`src/rtl/wb_sram_arbiter_pkg.sv`:
```
// Shared definitions for the Wishbone SRAM arbiter: FSM encoding, master
// count and the round-robin search used by the picker.
package wb_pkg;

    localparam int unsigned NUM_MASTERS = 3;

    localparam logic [0:0] ST_IDLE = 1'b0;
    localparam logic [0:0] ST_OWN  = 1'b1;

    // First requester found searching upward from last+1, modulo 3.
    // The result is meaningless when req is all zero; callers check valid.
    function automatic logic [1:0] rr_next(input logic [2:0] req, input logic [1:0] last);
        logic [1:0] w_win;
        w_win = 2'd0;
        case (last)
            2'd0:    w_win = req[1] ? 2'd1 : (req[2] ? 2'd2 : 2'd0);
            2'd1:    w_win = req[2] ? 2'd2 : (req[0] ? 2'd0 : 2'd1);
            default: w_win = req[0] ? 2'd0 : (req[1] ? 2'd1 : 2'd2);
        endcase
        return w_win;
    endfunction

endpackage

```
`src/rtl/wb_sram_arbiter_rr_pick.sv`:
```
// Combinational round-robin picker: request vector plus last owner in,
// winner index and request-present flag out.
module wb_rr_pick
    import wb_pkg::*;
(
    input  logic [NUM_MASTERS-1:0] i_req,
    input  logic [1:0]             i_last,
    output logic [1:0]             o_winner,
    output logic                   o_valid
);

    assign o_winner = rr_next(i_req, i_last);
    assign o_valid  = |i_req;

endmodule

```
`src/rtl/wb_sram_arbiter.sv`:
```
// Three-master to one-slave Wishbone arbiter for the shared SRAM.
// Round-robin grant held for the whole cyc, plus a stalled-strobe watchdog
// that turns a hung slave into an error to the current owner.
module wb_sram_arbiter
    import wb_pkg::*;
#(
    parameter int unsigned adr_width = 32,
    parameter int unsigned timeout   = 255,
    parameter int unsigned tmo_width = 8
) (
    input  logic                 clk,
    input  logic                 reset_n,
    input  logic                 m0_cyc_i,
    input  logic                 m0_stb_i,
    input  logic                 m0_we_i,
    input  logic [adr_width-1:0] m0_adr_i,
    input  logic [3:0]           m0_sel_i,
    input  logic [31:0]          m0_dat_i,
    output logic [31:0]          m0_dat_o,
    output logic                 m0_ack_o,
    output logic                 m0_err_o,
    input  logic                 m1_cyc_i,
    input  logic                 m1_stb_i,
    input  logic                 m1_we_i,
    input  logic [adr_width-1:0] m1_adr_i,
    input  logic [3:0]           m1_sel_i,
    input  logic [31:0]          m1_dat_i,
    output logic [31:0]          m1_dat_o,
    output logic                 m1_ack_o,
    output logic                 m1_err_o,
    input  logic                 m2_cyc_i,
    input  logic                 m2_stb_i,
    input  logic                 m2_we_i,
    input  logic [adr_width-1:0] m2_adr_i,
    input  logic [3:0]           m2_sel_i,
    input  logic [31:0]          m2_dat_i,
    output logic [31:0]          m2_dat_o,
    output logic                 m2_ack_o,
    output logic                 m2_err_o,
    output logic                 s_cyc_o,
    output logic                 s_stb_o,
    output logic                 s_we_o,
    output logic [adr_width-1:0] s_adr_o,
    output logic [3:0]           s_sel_o,
    output logic [31:0]          s_dat_o,
    input  logic [31:0]          s_dat_i,
    input  logic                 s_ack_i,
    input  logic                 s_err_i,
    output logic [2:0]           grant_o
);

    localparam logic                 TMO_EN   = (timeout != 0);
    localparam logic [tmo_width-1:0] TMO_LAST = tmo_width'((timeout == 0) ? 0 : timeout - 1);

    logic [NUM_MASTERS-1:0] w_cyc, w_stb, w_we;
    logic [adr_width-1:0]   w_adr [NUM_MASTERS];
    logic [3:0]             w_sel [NUM_MASTERS];
    logic [31:0]            w_dat [NUM_MASTERS];

    logic [0:0]           r_state;
    logic [1:0]           r_grant_idx;
    logic [1:0]           r_last;
    logic [tmo_width-1:0] r_cnt;
    logic                 r_err_pulse;

    logic                   w_own, w_stall, w_pick_valid;
    logic [1:0]             w_winner;
    logic                   w_g_cyc, w_g_stb, w_g_we;
    logic [adr_width-1:0]   w_g_adr;
    logic [3:0]             w_g_sel;
    logic [31:0]            w_g_dat;
    logic [NUM_MASTERS-1:0] w_ack, w_err;

    assign w_cyc    = {m2_cyc_i, m1_cyc_i, m0_cyc_i};
    assign w_stb    = {m2_stb_i, m1_stb_i, m0_stb_i};
    assign w_we     = {m2_we_i,  m1_we_i,  m0_we_i};
    assign w_adr[0] = m0_adr_i;
    assign w_adr[1] = m1_adr_i;
    assign w_adr[2] = m2_adr_i;
    assign w_sel[0] = m0_sel_i;
    assign w_sel[1] = m1_sel_i;
    assign w_sel[2] = m2_sel_i;
    assign w_dat[0] = m0_dat_i;
    assign w_dat[1] = m1_dat_i;
    assign w_dat[2] = m2_dat_i;

    wb_rr_pick u_pick (
        .i_req    (w_cyc),
        .i_last   (r_last),
        .o_winner (w_winner),
        .o_valid  (w_pick_valid)
    );

    assign w_own = (r_state == ST_OWN);

    // Select the granted master's request signals.
    always_comb begin
        w_g_cyc = 1'b0;
        w_g_stb = 1'b0;
        w_g_we  = 1'b0;
        w_g_adr = '0;
        w_g_sel = '0;
        w_g_dat = '0;
        for (int unsigned n = 0; n < NUM_MASTERS; n++) begin
            if (r_grant_idx == 2'(n)) begin
                w_g_cyc = w_cyc[n];
                w_g_stb = w_stb[n];
                w_g_we  = w_we[n];
                w_g_adr = w_adr[n];
                w_g_sel = w_sel[n];
                w_g_dat = w_dat[n];
            end
        end
    end

    // The error pulse aborts the slave transfer by dropping cyc/stb for its cycle.
    assign s_cyc_o = w_own & w_g_cyc & ~r_err_pulse;
    assign s_stb_o = w_own & w_g_stb & ~r_err_pulse;
    assign s_we_o  = w_own & w_g_we;
    assign s_adr_o = w_own ? w_g_adr : '0;
    assign s_sel_o = w_own ? w_g_sel : '0;
    assign s_dat_o = w_own ? w_g_dat : '0;

    assign grant_o = w_own ? (3'b001 << r_grant_idx) : 3'b000;

    // Route slave responses to the owner only; a watchdog error overrides an ack.
    always_comb begin
        w_ack = '0;
        w_err = '0;
        for (int unsigned n = 0; n < NUM_MASTERS; n++) begin
            if (w_own && (r_grant_idx == 2'(n))) begin
                w_ack[n] = s_ack_i & ~r_err_pulse;
                w_err[n] = s_err_i | r_err_pulse;
            end
        end
    end

    assign m0_ack_o = w_ack[0];
    assign m1_ack_o = w_ack[1];
    assign m2_ack_o = w_ack[2];
    assign m0_err_o = w_err[0];
    assign m1_err_o = w_err[1];
    assign m2_err_o = w_err[2];
    assign m0_dat_o = s_dat_i;
    assign m1_dat_o = s_dat_i;
    assign m2_dat_o = s_dat_i;

    assign w_stall = s_stb_o & ~s_ack_i & ~s_err_i;

    // Ownership FSM: arbitrate in IDLE, hold the grant until the owner drops cyc.
    always_ff @(posedge clk or negedge reset_n) begin
        if (!reset_n) begin
            r_state     <= ST_IDLE;
            r_grant_idx <= 2'd0;
            r_last      <= 2'd2;
        end else begin
            case (r_state)
                ST_IDLE: begin
                    if (w_pick_valid) begin
                        r_state     <= ST_OWN;
                        r_grant_idx <= w_winner;
                        r_last      <= w_winner;
                    end
                end
                default: begin
                    if (!w_g_cyc) begin
                        r_state <= ST_IDLE;
                    end
                end
            endcase
        end
    end

    // Watchdog: count stalled strobe cycles, fire a one-cycle error at the limit.
    always_ff @(posedge clk or negedge reset_n) begin
        if (!reset_n) begin
            r_cnt       <= '0;
            r_err_pulse <= 1'b0;
        end else if (!TMO_EN) begin
            r_cnt       <= '0;
            r_err_pulse <= 1'b0;
        end else begin
            r_err_pulse <= 1'b0;
            if (w_stall) begin
                if (r_cnt == TMO_LAST) begin
                    r_err_pulse <= 1'b1;
                    r_cnt       <= '0;
                end else begin
                    r_cnt <= r_cnt + 1'b1;
                end
            end else begin
                r_cnt <= '0;
            end
        end
    end

endmodule
```
`config.mk`:
```
export PLATFORM = sky130hd
export DESIGN_NAME = wb_sram_arbiter
export DESIGN_NICKNAME = d
export VERILOG_FILES = /design/src/rtl/wb_sram_arbiter_pkg.sv /design/src/rtl/wb_sram_arbiter_rr_pick.sv /design/src/rtl/wb_sram_arbiter.sv
export SDC_FILE = /design/constraint.sdc
export NUM_CORES = 1
export LEC_CHECK = 0
export ABC_AREA = 1
export BUFFER_PORTS_ARGS = -buffer_cell sky130_fd_sc_hd__buf_2
export CAP_MARGIN = 5
export CORE_AREA = 3 3 166 168
export CTS_CLUSTER_SIZE = 10
export DETAILED_ROUTE_END_ITERATION = 12
export DIE_AREA = 0 0 169 171
export GPL_ROUTABILITY_DRIVEN = 0
export PLACE_DENSITY = 0.47
export RECOVER_POWER = 25
export SYNTH_ARGS = -nofsm -noshare
export SYNTH_HDL_FRONTEND = slang
export SYNTH_SLANG_ARGS = --single-unit
```
`constraint.sdc`:
```
create_clock -name clk -period 4.2 [get_ports clk]
set_clock_uncertainty 0.15 [all_clocks]
set_input_delay 0.21 -clock clk [delete_from_list [all_inputs] [get_ports clk]]
set_output_delay 0.21 -clock clk [all_outputs]
set_load 0.05 [all_outputs]
```
======== After elaboration in Yosys (flattened, before gate mapping) ========
Cells that the tools add are included.
storage, ports and cells
  register bits ........................... 14
  output and inout port bits .............. 176
  word-level logic and storage cells ...... 73
operators by class
  $add $sub $neg .......................... 1
  equality and inequality tests ........... 4
  shift operators ......................... 1
  muxes and demuxes ....................... 42
  bitwise operators ....................... 13
  reduce and logical (&&, ||, !) cells .... 7
operators with widths
  kind                 number
  $mux 32              8
  $mux 1               21
  $mux 4               4
  $mux 8               2
  $mux 2               5
  $add 8x1->8 const B  1
  $and 1x1->1          8
  $eq 8x8->1 const B   1
  $eq 2x1->1 const B   2
  $logic_not 2->1      2
  $not 1->1            4
  $pmux 2 s2           1
  $logic_and 1x1->1    3
  $mux 3               1
  $reduce_or 3->1      1
  $shl 1x2->3 const A  1
  $eq 2x2->1 const B   1
  $reduce_and 2->1     1
  $or 1x1->1           1

======== Longest topological paths before layout ========
  depth in word-level cells ............... 9
  depth in mapped cells ................... 8

======== By module ========
From an unflattened synthesis, not the netlist that was laid out.
second synthesis, totals
  cell total of the unflattened synthesis .. 579
  area, all modules ....................... 3,037.9 um^2
modules (own cells, without submodules)
  module           times used  cells an instance  area an instance (um^2)  seq. area each (um^2)
  wb_sram_arbiter  1           563                2,971.6                  326.6
  wb_rr_pick       1           16                 66.3                     0.0

======== Worst setup path before layout ========
Ideal clock, no wire load.
  kind .................................... flip-flop to output port
  start point ............................. reg r_grant_idx[0]
  end point ............................... out s_adr_o[12]
  arrival ................................. 1,807 ps
  data required time ...................... 3,840 ps
  slack ................................... 2,033 ps
  stages on the path, launching flop included .. 5
  cell sequence ........................... dfrtp_1 -> nor2_4 -> buf_2 -> nand2_1 -> a31oi_1
on the way
  word-level cells in the longest chain between the ends .. 5
  elaborated cells on any way between the ends .. 7
  those cells by class .................... eq/ne: 2; mux: 4; reduce/logical: 1
ends and longest elaborated chain
  item                    RTL line                RTL
  start, declared         wb_sram_arbiter.sv:61   logic [1:0] r_grant_idx;
  start signal, assigned  wb_sram_arbiter.sv:161  r_grant_idx <= w_winner;
  $logic_not 2->1         wb_sram_arbiter.sv:105  if (r_grant_idx == 2'(n)) begin
  $mux 32 (2 in a row)    wb_sram_arbiter.sv:105
  $mux 32 (*)             wb_sram_arbiter.sv:105
  $mux 32 (*)             wb_sram_arbiter.sv:120  assign s_adr_o = w_own ? w_g_adr : '0;
  end, declared           wb_sram_arbiter.sv:43   output logic [adr_width-1:0] s_adr_o,
Mark *: on every way between the ends. The rest lies on a longest branch, timed or not.

======== Final worst setup path ========
  start point ............................. reg r_grant_idx[0]
  end point ............................... out s_dat_o[8]
on the way
  word-level cells in the longest chain between the ends .. 5
  elaborated cells on any way between the ends .. 7
  those cells by class .................... eq/ne: 2; mux: 4; reduce/logical: 1
ends and longest elaborated chain
  item                  RTL line                RTL
  $logic_not 2->1       wb_sram_arbiter.sv:105
  $mux 32 (2 in a row)  wb_sram_arbiter.sv:105
  $mux 32 (*)           wb_sram_arbiter.sv:105
  $mux 32 (*)           wb_sram_arbiter.sv:122  assign s_dat_o = w_own ? w_g_dat : '0;
  end, declared         wb_sram_arbiter.sv:45   output logic [31:0] s_dat_o,
Marked as above.

==> results by group <==
Status
  • Result of the run: completed

Critical path
  • Worst-path cell with the longest stage delay: sky130_fd_sc_hd__inv_2
  • Cell occurring most often along the worst timing path: sky130_fd_sc_hd__nand2_1
  • CP top delay family: buffers and inverters
  • CP Cell Sequence: nand2_2, inv_2, nand2_1, nand3_1, nand2_1, inv_1, buf_2
  • Kind of end point of the critical path: output port
  • Worst endpoint data arrival time: approximately 2.3 ns
  • Worst-path fanout max: 50
  • Crit path buffers/inverters: 3
  • Startpoint class of the critical path: flop
  • Largest stage delay on the critical path: 0.69 ns
  • Category of the most critical setup path: flop to output port
  • Required time of the critical path: 3.84 ns

Power
  • IR Drop Worst-Case VDD: 0.465 mV
  • Power after layout: 3420 uW
  • Total power per unit cell area: 803 nW/um^2
  • Leakage power summed over all cells: 0.00262 uW

STA
  • Setup repair after global routing missed its margin: no
  • Ratio of final minimum period to clock period: around 64%
  • Final count of negative-setup-slack endpoints: 0
  • Maximum clock rate: 370 MHz
  • Slew Viols, Final: 0
  • Slack of the critical path: 1.50 ns
  • Final Critical Period: around 2.7 ns
  • Least-Margin Pin Slew: between 0.9 and 1 ns
  • Final Hold Fails: 0
  • Remaining max-slew budget at the tightest pin: between 30% and 40%
  • Worst Hold Slack: 0.104 ns
  • Sum Neg Setup Slack: 0 ns

Layout
  • Area added between synthesis and finish: 34.8%
  • Fraction of final layout cells with drive strength greater than 1: 43.0%
  • Layout net count: approximately 1.0k
  • Fill cells: 3057
  • Ant diodes: 0

Global route
  • Most utilized layer in the global route result: met2
  • Total routing usage reported by global routing: 8.83%
  • Pin count of the biggest net entering global routing: 51
  • Met2 track demand over resource: 16.6%
  • Met3 Track Usage GR: under 10%
  • Number of antenna violations at the first check in global routing: 0
  • Met1 Usage GRT: between 10% and 20%
  • First-pass GRT wire length: 20700 um
  • Number of global-route vias before repair: 3858
  • Overflow after GRT: 0

Drt
  • Total iterations of the first detailed-routing run: 4
  • Overall via count from detail_route: a little over 4k
  • Via/cell ratio: 3.71
  • Final wirelength: 14500 um
  • Final antenna-violating net count: 0
  • DRC viols: 0
  • Routed WL per cell: 13.3 um
  • Iteration-0 DRC Markers: ~170

Place
  • HPWL after DPL: 12200 um
  • Count of input and output buffers: about 300
  • Pre-CTS WS: 1.65 ns

Floorplanning
  • Height of the die: between 150 and 200 um
  • Starting density of the core: 12.1%
  • Top-Level Pins: 425
  • Standard-cell rows: 59
  • Core region area: 26100 um^2
  • Horizontal extent of the die: ~170 um
  • DIE AREA: ~29000 um^2

Synthesis
  • Most frequently used cell type in the post-synthesis netlist: sky130_fd_sc_hd__nand2_1
  • Sequential area share after synthesis: 10.3%
  • Flip-flop and latch count after synthesis: 13
  • Ys async rst share: 100%
  • Post-synth net total: 827
  • Number of instances in the synthesized netlist: roughly 580
  • Yosys cell types: 26
  • Count of flip-flops with a built-in enable after synthesis: 0
  • Cell area after technology mapping: approximately 3200 um^2
  • Most frequent cells after synthesis: sky130_fd_sc_hd__nand2_1 (258), sky130_fd_sc_hd__buf_4 (104), sky130_fd_sc_hd__nand3_1 (74)
  • Most common flop cell mapped by yosys: sky130_fd_sc_hd__dfrtp_1
  • Synth warn: 0
  • Synth area leader: sky130_fd_sc_hd__nand2_1
  • Biggest area contributors in the synthesized netlist: sky130_fd_sc_hd__nand2_1 (31%), sky130_fd_sc_hd__buf_4 (25%), sky130_fd_sc_hd__nand3_1 (12%)
  • Syn avg cell area: 5.48 um^2
  • Portion of synthesized cell area occupied by the leading cell type: a little under a third

CTS
  • TritonCTS clock tree: yes
  • Max H-tree Level: 1
  • CTS resizes: 0
  • Number of hold buffers added after CTS: 1
  • Master cell of the clock root buffer: sky130_fd_sc_hd__clkbuf_16
  • Clock latency at the later pin of the worst-skew pair: 0.25 ns
  • Number of buffers created by CTS: 3
  • Sinks on Clock Net: 13
  • Setup Buffers After CTS: 0
  • Clock slew at reported path FFs: 0.05 ns
  • Clk buf depth: 2

Job
  • Reported max-cap violation count: 0

Hold path
  • Worst Hold Class: input port to flop
layer usage:
metal | share of wire (%) | up-vias | routed length (um)
li1 | - | 2029 | -
met1 | 39 | 1765 | 5670
met2 | 50 | 244 | 7240
met3 | 10 | 19 | 1480
met4 | 0.89 | 0 | 129
met5 | 0 | - | 0
worst reg2reg max path, stage by stage (launching register included):
cell	delay, ns
sky130_fd_sc_hd__dfrtp_1	0.49
sky130_fd_sc_hd__nor2_4	0.30
sky130_fd_sc_hd__buf_4	0.46
sky130_fd_sc_hd__nand2_4	0.10
sky130_fd_sc_hd__nand3_4	0.10
sky130_fd_sc_hd__nand4_4	0.18
sky130_fd_sc_hd__nor2_2	0.14
sequential cells by signal (all words and copies together), names as in the netlist:
name	count
r_cnt	8
r_err_pulse	1
r_grant_idx	2
r_last	1
r_state	1
power breakdown:
part	internal (uW)	switching [uW]	leakage [uW]
Clock	127	57.0	0.0000409
Sequential	148	25.4	0.000172
Combinational	654	2410	0.00241
Total	928	2490	0.00262
path summary, 6_finish.rpt:
path / startpoint / to / cells after the start / slack, ns
max: r_grant_idx[0] / s_dat_o[8] / 7 / 1.50
min: m1_cyc_i / r_grant_idx[0] / 3 / 0.10
max reg2reg: r_grant_idx[0] / r_cnt[3] / 6 / 2.20
min reg2reg: r_cnt[0] / r_cnt[0] / 1 / 0.34
max in group asynchronous: reset_n / r_last[1] / 2 / 3.36
min in group asynchronous: reset_n / r_err_pulse / 2 / 0.25
final cells by class:
class,count,area [um^2],share of cell area [%]
clock inverter,1,5.00,0.118
sequential,13,328,7.71
timing repair buffer,300,1510,35.6
multi-input combinational,388,1710,40.3
clock buffer,3,75.1,1.76
tap,335,419,9.85
inverter,53,199,4.68
cell families (layout without fill, tap and decap cells):
family | after synthesis | count (layout) | synth area share (%)
adders and majority gates | 2 | 2 | 0.793
and+or+nand+nor | 364 | 364 | 48.8
DFF | 13 | 13 | 10.3
buffers and inverters | 175 | 357 | 35.5
AOI/OAI and AO/OA | 18 | 18 | 3.49
xor gates and xnor gates | 4 | 4 | 1.11
layout by cell type, fill, tap and decap left out:
master and instances:
sky130_fd_sc_hd__a21o_1 1, sky130_fd_sc_hd__a22oi_1 2, sky130_fd_sc_hd__a31oi_1 8, sky130_fd_sc_hd__buf_2 296, sky130_fd_sc_hd__buf_4 3, sky130_fd_sc_hd__clkbuf_16 3, sky130_fd_sc_hd__clkinv_2 1, sky130_fd_sc_hd__dfrtp_1 11
sky130_fd_sc_hd__dfrtp_2 1, sky130_fd_sc_hd__dfstp_2 1, sky130_fd_sc_hd__dlygate4sd3_1 1, sky130_fd_sc_hd__ha_1 2, sky130_fd_sc_hd__inv_1 49, sky130_fd_sc_hd__inv_2 4, sky130_fd_sc_hd__nand2_1 258, sky130_fd_sc_hd__nand2_2 2
sky130_fd_sc_hd__nand2_4 1, sky130_fd_sc_hd__nand3_1 74, sky130_fd_sc_hd__nand3_4 1, sky130_fd_sc_hd__nand4_4 1, sky130_fd_sc_hd__nor2_1 14, sky130_fd_sc_hd__nor2_2 10, sky130_fd_sc_hd__nor2_4 2, sky130_fd_sc_hd__nor3_1 1
sky130_fd_sc_hd__o211ai_1 1, sky130_fd_sc_hd__o21ai_0 6, sky130_fd_sc_hd__xnor2_1 2, sky130_fd_sc_hd__xor2_1 2
stage by stage:
step / cells / utilization [%] / cell area [um^2]
3_3_place_gp: 1088 / 16.0 / 4160
3_5_place_dp: 1088 / 16.0 / 4160
5_1_grt: 1093 / 16.3 / 4250
4_1_cts: 1093 / 16.3 / 4250
6_report: 1093 / 16.3 / 4250
2_1_floorplan: 576 / - / 3160
Note: power is estimated with default switching activity, not from simulation.
